--- config.mk ---
export PLATFORM = sky130hd
export DESIGN_NAME = rf_wb_arbiter
export DESIGN_NICKNAME = d
export VERILOG_FILES = /design/src/rtl/rf_arb_pkg.sv /design/src/rtl/rf_scoreboard.sv /design/src/rtl/rf_wb_arbiter.sv
export SDC_FILE = /design/constraint.sdc
export NUM_CORES = 1
export LEC_CHECK = 0
export ABC_AREA = 1
export BUFFER_PORTS_ARGS = -buffer_cell sky130_fd_sc_hd__buf_4
export CAP_MARGIN = 25
export CELL_PAD_IN_SITES_DETAIL_PLACEMENT = 1
export CELL_PAD_IN_SITES_GLOBAL_PLACEMENT = 1
export CORE_AREA = 2 2 112 114
export CTS_CLUSTER_SIZE = 10
export DETAILED_ROUTE_END_ITERATION = 10
export DIE_AREA = 0 0 114 116
export PLACE_DENSITY_LB_ADDON = 0.1
export RECOVER_POWER = 100
export SETUP_SLACK_MARGIN = 0.4
export SYNTH_ARGS = -nofsm -noshare
export SYNTH_HDL_FRONTEND = slang
export SYNTH_SLANG_ARGS = --single-unit
--- constraint.sdc ---
create_clock -name clk -period 4.45 [get_ports clk]
set_input_delay 0.2225 -clock clk [delete_from_list [all_inputs] [get_ports clk]]
set_output_delay 0.2225 -clock clk [all_outputs]
set_load 0.05 [all_outputs]
--- src/rtl/rf_arb_pkg.sv ---
// Shared widths and the writeback-source enum for the register-file write-port arbiter.
package rf_arb_pkg;
   localparam int XLEN   = 32;
   localparam int REG_AW = 5;
   localparam int NREGS  = 32;

   typedef enum logic {
      SRC_A = 1'b0,
      SRC_B = 1'b1
   } wb_src_e;
endpackage

--- src/rtl/rf_scoreboard.sv ---
// Pending-result scoreboard for long-latency destinations; raises the issue stall on RAW/WAW hazards.
module rf_scoreboard
   import rf_arb_pkg::*;
(
   input  logic              clk,
   input  logic              rst,
   input  logic              iss_valid,
   input  logic [REG_AW-1:0] iss_rs1,
   input  logic [REG_AW-1:0] iss_rs2,
   input  logic [REG_AW-1:0] iss_rd,
   input  logic              iss_long,
   input  logic              clr_en,
   input  logic [REG_AW-1:0] clr_addr,
   output logic              iss_stall
);

   logic [NREGS-1:0] pending_q;
   logic [NREGS-1:0] pending_d;
   logic             set_en;

   assign set_en = iss_valid && !iss_stall && iss_long && (iss_rd != '0);

   // x0 never holds a pending result, so it can never match an operand.
   assign pending_d[0] = 1'b0;

   generate
      for (genvar gi = 1; gi < NREGS; gi++) begin : g_bit
         // Set has priority over a same-edge clear of the same register.
         assign pending_d[gi] = (set_en && (iss_rd == REG_AW'(gi)))
                             || (pending_q[gi] && !(clr_en && (clr_addr == REG_AW'(gi))));
      end
   endgenerate

   always_ff @(posedge clk or posedge rst) begin
      if (rst) begin
         pending_q <= '0;
      end else begin
         pending_q <= pending_d;
      end
   end

   assign iss_stall = iss_valid && (pending_q[iss_rs1] || pending_q[iss_rs2] || pending_q[iss_rd]);

endmodule

--- src/rtl/rf_wb_arbiter.sv ---
// Arbitrates the single register-file write port between pipeline writeback (A) and a long-latency unit (B).
// Define RF_ARB_STARVE_EN to give B priority after STARVE_MAX consecutive lost conflicts; otherwise A has strict priority.
module rf_wb_arbiter
   import rf_arb_pkg::*;
#(
   parameter int STARVE_MAX = 4
)
(
   input  logic              clk,
   input  logic              rst,
   input  logic              a_valid,
   output logic              a_ready,
   input  logic [REG_AW-1:0] a_waddr,
   input  logic [XLEN-1:0]   a_wdata,
   input  logic              b_valid,
   output logic              b_ready,
   input  logic [REG_AW-1:0] b_waddr,
   input  logic [XLEN-1:0]   b_wdata,
   input  logic              iss_valid,
   input  logic [REG_AW-1:0] iss_rs1,
   input  logic [REG_AW-1:0] iss_rs2,
   input  logic [REG_AW-1:0] iss_rd,
   input  logic              iss_long,
   output logic              iss_stall,
   output logic              rf_we,
   output logic [REG_AW-1:0] rf_waddr,
   output logic [XLEN-1:0]   rf_wdata
);

   generate
      if (STARVE_MAX < 1) begin : g_bad_param
         $error("rf_wb_arbiter: STARVE_MAX must be at least 1");
      end
   endgenerate

   logic              b_prio;
   logic              a_gnt;
   logic              b_gnt;
   logic              rf_we_q,    rf_we_d;
   logic [REG_AW-1:0] rf_waddr_q, rf_waddr_d;
   logic [XLEN-1:0]   rf_wdata_q, rf_wdata_d;
   wb_src_e           rf_src_q,   rf_src_d;

`ifdef RF_ARB_STARVE_EN
   localparam int CNT_W = $clog2(STARVE_MAX + 1);

   logic [CNT_W-1:0] starve_q, starve_d;

   always_comb begin
      starve_d = starve_q;
      if (b_gnt) begin
         starve_d = '0;
      end else if (b_valid && !b_ready && (starve_q != CNT_W'(STARVE_MAX))) begin
         starve_d = starve_q + CNT_W'(1);
      end
   end

   always_ff @(posedge clk or posedge rst) begin
      if (rst) begin
         starve_q <= '0;
      end else begin
         starve_q <= starve_d;
      end
   end

   assign b_prio = (starve_q == CNT_W'(STARVE_MAX));
`else
   assign b_prio = 1'b0;
`endif

   // The two readies are mutually exclusive whenever both requesters are valid.
   assign a_ready = !b_valid || !b_prio;
   assign b_ready = !a_valid || b_prio;
   assign a_gnt   = a_valid && a_ready;
   assign b_gnt   = b_valid && b_ready;

   always_comb begin
      rf_we_d    = 1'b0;
      rf_waddr_d = rf_waddr_q;
      rf_wdata_d = rf_wdata_q;
      rf_src_d   = rf_src_q;
      if (b_gnt) begin
         rf_we_d    = (b_waddr != '0);
         rf_waddr_d = b_waddr;
         rf_wdata_d = b_wdata;
         rf_src_d   = SRC_B;
      end else if (a_gnt) begin
         rf_we_d    = (a_waddr != '0);
         rf_waddr_d = a_waddr;
         rf_wdata_d = a_wdata;
         rf_src_d   = SRC_A;
      end
   end

   always_ff @(posedge clk or posedge rst) begin
      if (rst) begin
         rf_we_q    <= 1'b0;
         rf_waddr_q <= '0;
         rf_wdata_q <= '0;
         rf_src_q   <= SRC_A;
      end else begin
         rf_we_q    <= rf_we_d;
         rf_waddr_q <= rf_waddr_d;
         rf_wdata_q <= rf_wdata_d;
         rf_src_q   <= rf_src_d;
      end
   end

   assign rf_we    = rf_we_q;
   assign rf_waddr = rf_waddr_q;
   assign rf_wdata = rf_wdata_q;

   // Clearing on the register-file commit edge makes the bit drop and the data land together.
   rf_scoreboard u_scoreboard (
      .clk       (clk),
      .rst       (rst),
      .iss_valid (iss_valid),
      .iss_rs1   (iss_rs1),
      .iss_rs2   (iss_rs2),
      .iss_rd    (iss_rd),
      .iss_long  (iss_long),
      .clr_en    (rf_we_q && (rf_src_q == SRC_B)),
      .clr_addr  (rf_waddr_q),
      .iss_stall (iss_stall)
   );

endmodule

==> qor.yml, run 1 <==
status: "complete, but fails checks"
violations: "capacitance limit, slew limit"
cts_max_path_buffers: 2
critical_path.startpoint_type: "primary input"
io_buffers: 134
fin_crit_ns: 2.899
setup_viol: 0
critPathTopFamily: "buffers and inverters"
drive_gt1_share_pct: 14.45
slowest_delay_ns: 1.54
insertion_delay_ns: 0.33
avgSynthCellArea_um2: 6.555
track_usage_pct: 26.94
hold_depth: 3
drtAntennaViolNets: 0
rr_worst_depth: 11
fp.coreArea_um2: 11910
multiInputGateArea_um2: 2256
worstSetupPathType: "primary input to async pin"
drv_slew: 118
dr.pass1.iters: 4
netlist_area_um2: 4464
netlist.area_leader.share_pct: 39.24
drc: 0
fin_crit_sh_pct: 65.15
fin_skew_ns: 0.004236
synth_common_cells: "264 x nand2_1, 80 x nand3_1, 70 x dfrtp_1"
dieArea_um2: 13220
max_slew_margin_pct: -35.89
cts_resized: 0
synth_edf_count: 0
grt_max_degree: 42
ys_seq_elements: 70
n_fill_cell: 1628
path_cells: "clkbuf_4, inv_1, clkbuf_1"
antenna_cells: 0
ff_latch_area_um2: 1752
rsz0062_at_grt: "no"
drt-total-wl_um: 17160
viasPerCell: 5.446
rows: 40
synthCells: 681
cap_viol_max_count: 3
worst_slew_pin_slew_ns: 2.038
arrival_ns: 2.93
power_density_nw_per_um2: 408.7
cp_num_buf_inv: 3
tns_ns: 0
root_buffer: "clkbuf_16"
synth.distinct_cells: 27
antenna_found_initial: 0
cts_num_sinks: 70
gp_congestion: 0.9515
p_leak_nw: 2.782
numCtsBuffers: 9
cp-end-kind: "async pin"
io_pins: 136
clk_pin_slew_ns: 0.06
final_nets: 887
die-width_um: 114
wl_per_cell_um: 18.20
hold_class: "primary input to register"
holdPathEnd: "rf_wdata[10]$_DFFE_PP0P_"
ff2ff_setup_slack_ns: 2.29
cts_tree: "built"
fmax_mhz: 344.9
ys_warn_count: 0
hold_viol: 0
dp_hpwl_um: 13050
critical_path_required_ns: 4.48
ctsHoldBuffers: 0
ys_seq_area_share_pct: 39.24
syn-num-nets: 776
grt_pass1_vias: 5307
ys.flop_type: "dfrtp_1"
synthArstFlopShare_pct: 100.0
finalPower_w: 0.002295
grt_pass1_wl_um: 27580
postCtsSetupRepairBufs: 0
worstHoldStart: "b_wdata[10]"
initial_utilization_pct: 37.48
synth_area_leader_cell: "dfrtp_1"
synthToLayoutAreaGrowth_pct: 25.78
rr_startpoint: "u_scoreboard.pending_q[11]$_DFF_PP0_"
synth_most_common_cell: "nand2_1"
critPathMaxFanout: 36
synth_area_leaders: "dfrtp_1 39%, nand2_1 22%, nand3_1 9.0%"
vdd_drop_max_mv: 0.1740
cts-htree-levels: 3
drt_iter0_markers: 315
critPathSlowestCell: "clkbuf_1"
grt.overflow.total: 0
r2r_end: "u_scoreboard.pending_q[10]$_DFF_PP0_"
die_h_um: 116
vias: 5136
-- where the power goes --
part           total (W)  internal (W)  switching [W]
Combinational   0.000688      0.000210       0.000478
Clock           0.000700      0.000436       0.000264
Sequential      0.000907      0.000756       0.000151
-- state kept, by name, summed over array words and instances (netlist names) --
| signal | cells |
|---|---|
| rf_src_q | 1 |
| rf_we | 1 |
| rf_wdata | 32 |
| u_scoreboard.pending_q | 31 |
| rf_waddr | 5 |
-- through the flow --
step / area [um2] / hold WS, ns / setup slack (ns) / std cells / util (%)
2_1_floorplan: 4464 / 0.3424 / 2.459 / 681 / -
3_3_place_gp: 5461 / 0.4170 / 2.040 / 927 / 45.85
3_5_place_dp: 5461 / 0.4291 / 1.974 / 927 / 45.85
4_1_cts: 5749 / 0.06835 / 1.692 / 942 / 48.27
5_1_grt: 5615 / 0.09488 / 0.9642 / 943 / 47.14
6_report: 5615 / 0.09094 / 1.551 / 943 / 47.14
-- worst register-to-register path, cell delays in order, from the launching register on --
cell and delay, ns:
dfrtp_1 0.38, inv_1 0.16, nand2_1 0.09, nand3_1 0.09
nand3_1 0.09, nand3_1 0.08, nand2_1 0.05, nand2_1 0.05
nand2_1 0.15, nor2_4 0.57, nand4_1 0.28, nand2_1 0.11
-- routing by layer --
| layer | GRT usage (%) | up-vias | part of all wire [%] | wire, um |
|---|---|---|---|---|
| met3 | 6.747 | 34 | 7.5 | 1283 |
| met1 | 33.32 | 2490 | 41 | 7021 |
| met4 | 11.63 | 0 | 3.4 | 581 |
| met5 | 0 | - | 0 | 0 |
| li1 | - | 2423 | - | - |
| met2 | 44.92 | 189 | 48 | 8275 |
-- cell usage in the layout, fill, tap and decap left out --
cell type / n
a21oi_1: 9
buf_16: 1
buf_4: 93
clkbuf_1: 45
clkbuf_16: 9
clkbuf_4: 1
clkbuf_8: 4
clkinv_1: 1
clkinv_2: 1
conb_1: 1
dfrtp_1: 70
inv_1: 62
nand2_1: 264
nand2_2: 1
nand2_4: 1
nand3_1: 80
nand3b_1: 2
nand4_1: 31
nor2_1: 44
nor2_2: 3
nor2_4: 1
nor3_1: 12
o211ai_1: 10
o21a_1: 1
o21ai_0: 44
o21ai_1: 3
o41ai_1: 1
or4_1: 1
-- worst max-delay path by stage --
stage,start,end,slack (ns),cells past startpoint
global placement,iss_rs2[0],iss_stall,2.04,12
global route,rst,rf_wdata[15]$_DFFE_PP0P_,0.96,3
CTS,u_scoreboard.pending_q[24]$_DFF_PP0_,iss_stall,1.69,9
detailed placement,iss_rd[0],iss_stall,1.97,15
finish,rst,u_scoreboard.pending_q[11]$_DFF_PP0_,1.55,3
floorplan,rst,rf_src_q$_DFFE_PP0P_,2.46,1
-- logic make-up (layout without fill, tap and decap cells) --
logic type	Yosys count	after routing	synth area share, %
flip-flops	70	70	39.24
AND/OR/NAND/NOR	440	440	42.01
AO/OA/AOI/OAI	68	68	8.324
other	1	1	0.08400
buffers and inverters	102	217	10.34
-- layout make-up --
| type | instances | share of cell area (%) |
|---|---|---|
| Sequential cell | 70 | 31.19 |
| Clock buffer | 15 | 5.125 |
| Timing Repair Buffer | 138 | 15.93 |
| Tap cell | 147 | 3.275 |
| Inverter | 64 | 4.300 |
| Multi-Input combinational cell | 509 | 40.17 |
No activity file was read; power rests on OpenSTA's default activity.
==> run 2: changes to the inputs <==
--- a/config.mk
+++ b/config.mk
@@ -5,15 +5,15 @@
 export SDC_FILE = /design/constraint.sdc
 export NUM_CORES = 1
 export LEC_CHECK = 0
-export ABC_AREA = 1
+export ABC_AREA = 0
 export BUFFER_PORTS_ARGS = -buffer_cell sky130_fd_sc_hd__buf_4
 export CAP_MARGIN = 25
 export CELL_PAD_IN_SITES_DETAIL_PLACEMENT = 1
 export CELL_PAD_IN_SITES_GLOBAL_PLACEMENT = 1
-export CORE_AREA = 2 2 112 114
+export CORE_AREA = 2 2 114 116
 export CTS_CLUSTER_SIZE = 10
 export DETAILED_ROUTE_END_ITERATION = 10
-export DIE_AREA = 0 0 114 116
+export DIE_AREA = 0 0 116 118
 export PLACE_DENSITY_LB_ADDON = 0.1
 export RECOVER_POWER = 100
 export SETUP_SLACK_MARGIN = 0.4
==> constraint.sdc (replaced) <==
create_clock -name clk -period 2.5 [get_ports clk]
set_input_delay 0.125 -clock clk [delete_from_list [all_inputs] [get_ports clk]]
set_output_delay 0.125 -clock clk [all_outputs]
set_load 0.05 [all_outputs]
==> run 2 against run 1 <==
Utilization rose by 0.38 points. Sequential power increased by 70%. The run ends with setup timing left. Count of clock-buffer cells in the layout fell by 3. Sequential cell count is the same. Sequential share of layout area shrank 1.5 points. Non-clock buffer count grew 28. Clock power increased by 83%. Worst setup slack worse by 1.7 ns. Critical endpoint is now iss_stall. Largest cell class unchanged. Clock skew is 0.0021 ns higher.
==> qor.yml, run 2 <==
drtAntennaViolNets: 0  # unchanged
wl_met2_um: 7123  # -14%
max_slew_margin_pct: 13.05  # +49 points
cts-htree-levels: 3  # unchanged
tns_ns: -0.4069  # -0.4069 ns
rows: 41  # +2.5%
final_nets: 681  # -23%
largest_reg_flops: 32  # unchanged
grt.overflow.total: 0  # unchanged
netlist_area_um2: 4237  # -5.1%
worstSetupPathType: "register to output pin"
die_h_um: 118  # +1.7%
rsz0062_at_grt: "yes"
violations: "setup timing"
numCtsBuffers: 9  # unchanged
wl_per_cell_um: 18.86  # +3.6%
synthArstFlopShare_pct: 100.0  # unchanged
cp-end-kind: "output pin"
dieArea_um2: 13690  # +3.5%
fin_area_um2: 5899  # +5.1%
fp.coreArea_um2: 12410  # +4.2%
dp_cells: 720  # -22%
synth_area_leaders: "dfrtp_1 41%, mux2i_1 13%, o21ai_0 8.5%"
insertion_delay_ns: 0.33  # about the same
final_cell_mix: "101 x buf_4, 81 x nand2_1, 71 x o21ai_0"
drive_gt1_share_pct: 31.98  # +18 points
p_leak_nw: 2.499  # -10%
drv_slew: 0  # -100%
final_common_cell: "buf_4"
grt_max_degree: 79  # +88%
cts_tree: "built"
synth_area_leader_cell: "dfrtp_1"
grt_pass1_vias: 4307  # -19%
gp_congestion: 0.8267  # -13%
hold_viol: 0  # unchanged
synth_edf_count: 0  # unchanged
grt_pass1_wl_um: 22960  # -17%
finalWorstSetupSlack_ns: -0.1054  # -1.656 ns
finalPower_w: 0.004094  # +78%
vias: 4010  # -22%
cts_max_path_buffers: 2  # unchanged
viasPerCell: 5.256  # -3.5%
vdd_drop_max_mv: 0.2818  # +62%
clk_pin_slew_ns: 0.06  # about the same
dp_hpwl_um: 10440  # -20%
syn-num-nets: 535  # -31%
arrival_ns: 2.48  # -0.45 ns
ys.flop_type: "dfrtp_1"
die-width_um: 116  # +1.8%
met1_length_um: 6034  # -14%
status: "complete, but fails checks"
hold_class: "primary input to register"
cap_viol_max_count: 0  # -3
io_pins: 136  # unchanged
synth_most_common_cell: "nand2_1"
netlist.area_leader.share_pct: 41.35  # +2.1 points
ys_warn_count: 0  # unchanged
fmax_mhz: 383.8
wl_met3_um: 903  # -30%
synthCells: 440  # -35%
ys_seq_elements: 70  # unchanged
io_buffers: 134  # unchanged
cts_num_sinks: 70  # unchanged
fin_skew_ns: 0.006321  # +0.002085 ns
avgSynthCellArea_um2: 9.629  # +47%
antenna_cells: 0  # unchanged
root_buffer: "clkbuf_16"
fin_crit_sh_pct: 104.2
synthToLayoutAreaGrowth_pct: 39.25
synth.distinct_cells: 42  # +56%
drc: 0  # unchanged
critical_path_required_ns: 2.38  # -2.10 ns
critPathMaxFanout: 4  # -89%
drt-total-wl_um: 14390  # -16%
synth_common_cells: "81 x nand2_1, 72 x o21ai_0, 70 x dfrtp_1"
ys_seq_area_share_pct: 41.35  # +2.1 points
fin_crit_ns: 2.605
drt_iter0_markers: 135  # -57%
layout.cells.non_filler: 763  # -19%
critical_path.startpoint_type: "register"
placed_area_um2: 5371  # -1.6%
setup_viol: 16  # +16
utilization_pct: 47.52  # +0.38 points
track_usage_pct: 21.71  # -5.2 points
power_density_nw_per_um2: 694.0  # +70%
antenna_found_initial: 0  # unchanged
dr.pass1.iters: 6  # +2
initial_utilization_pct: 34.13  # -3.4 points
worst_slew_pin_slew_ns: 1.304  # -0.7340 ns
top_layer_used: "met4"
run 2: cell count changes in the layout (fill, tap and decap cells not counted), moves of 29 or more:
cell     delta
o21ai_2    +31
inv_1      -58
mux2i_1    +54
nand2_1   -183
nand3_1    -70
nand4_1    -29
nor2_1     -31
run 2: worst paths after layout:
| kind | start | endpoint | slack [ns] | cells after the start |
|---|---|---|---|---|
| worst max register to register | u_scoreboard.pending_q[30]$_DFF_PP0_ | u_scoreboard.pending_q[12]$_DFF_PP0_ | -0.03 | 7 |
| worst min register to register | rf_src_q$_DFFE_PP0P_ | rf_src_q$_DFFE_PP0P_ | 0.56 | 2 |
| max in group asynchronous | rst | u_scoreboard.pending_q[4]$_DFF_PP0_ | 0.69 | 4 |
| min in group asynchronous | rst | rf_wdata[7]$_DFFE_PP0P_ | 0.57 | 3 |
| worst max-delay path | u_scoreboard.pending_q[30]$_DFF_PP0_ | iss_stall | -0.11 | 6 |
| worst min-delay path | a_wdata[4] | rf_wdata[4]$_DFFE_PP0P_ | 0.009 | 3 |
run 2: cells by family after synthesis:
kind of cell | Yosys count | synth area share [%]
AO/OA/AOI/OAI | 120 | 18.28
buffers and inverters | 35 | 4.252
flip-flops | 70 | 41.35
multiplexers | 71 | 20.29
other | 1 | 0.08852
AND/OR/NAND/NOR | 143 | 15.74
run 2: layer usage:
layer / global-route usage (%) / vias to the layer above
li1: - / 1875
met1: 27.46 / 1984
met2: 35.71 / 130
met3: 5.098 / 21
met4: 8.259 / 0
met5: 0 / -
run 2: report_power, final:
part / leakage, nW / internal, W / switching (W)
Sequential: 0.788 / 0.00133 / 0.000210
Combinational: 1.56 / 0.000566 / 0.000709
Clock: 0.152 / 0.000821 / 0.000457
run 2: area by class of cell:
| cell class | count | area, um2 |
|---|---|---|
| Clock inverter | 4 | 45.04 |
| Sequential cell | 70 | 1753 |
| Fill cell | 1452 | 6515 |
| Inverter | 4 | 15.01 |
| Multi-Input combinational cell | 335 | 2396 |
| Tap cell | 172 | 215.2 |
| Timing Repair Buffer | 166 | 1219 |
| Clock buffer | 12 | 256.5 |
run 2: repair_timing:
action / CTS / global route
setup endpoints to repair: 32 / 32
setup buffers: 3 / 6
endpoints found under the hold margin: 35 / 0
pin swaps: 3 / 1
hold buffers: 16 / 0
gates cloned: 2 / 0
resized for setup: 12 / 6
run 2: metrics by stage:
step / setup slack (ns) / hold WS, ns
floorplan: 0.4054 / 0.2418
global placement: 0.2031 / 0.1797
detailed placement: 0.05283 / 0.1920
CTS: -0.09510 / 0.0001813
global route: -0.1656 / 0.02047
finish: -0.1054 / 0.008643
run 2: critical path, stage by stage (launching register included):
cell and delay, ns:
dfrtp_1 0.41, mux4_2 0.50, o2111ai_2 0.22, o311ai_2 0.15, or4b_4 0.58, and2_4 0.16, buf_6 0.14
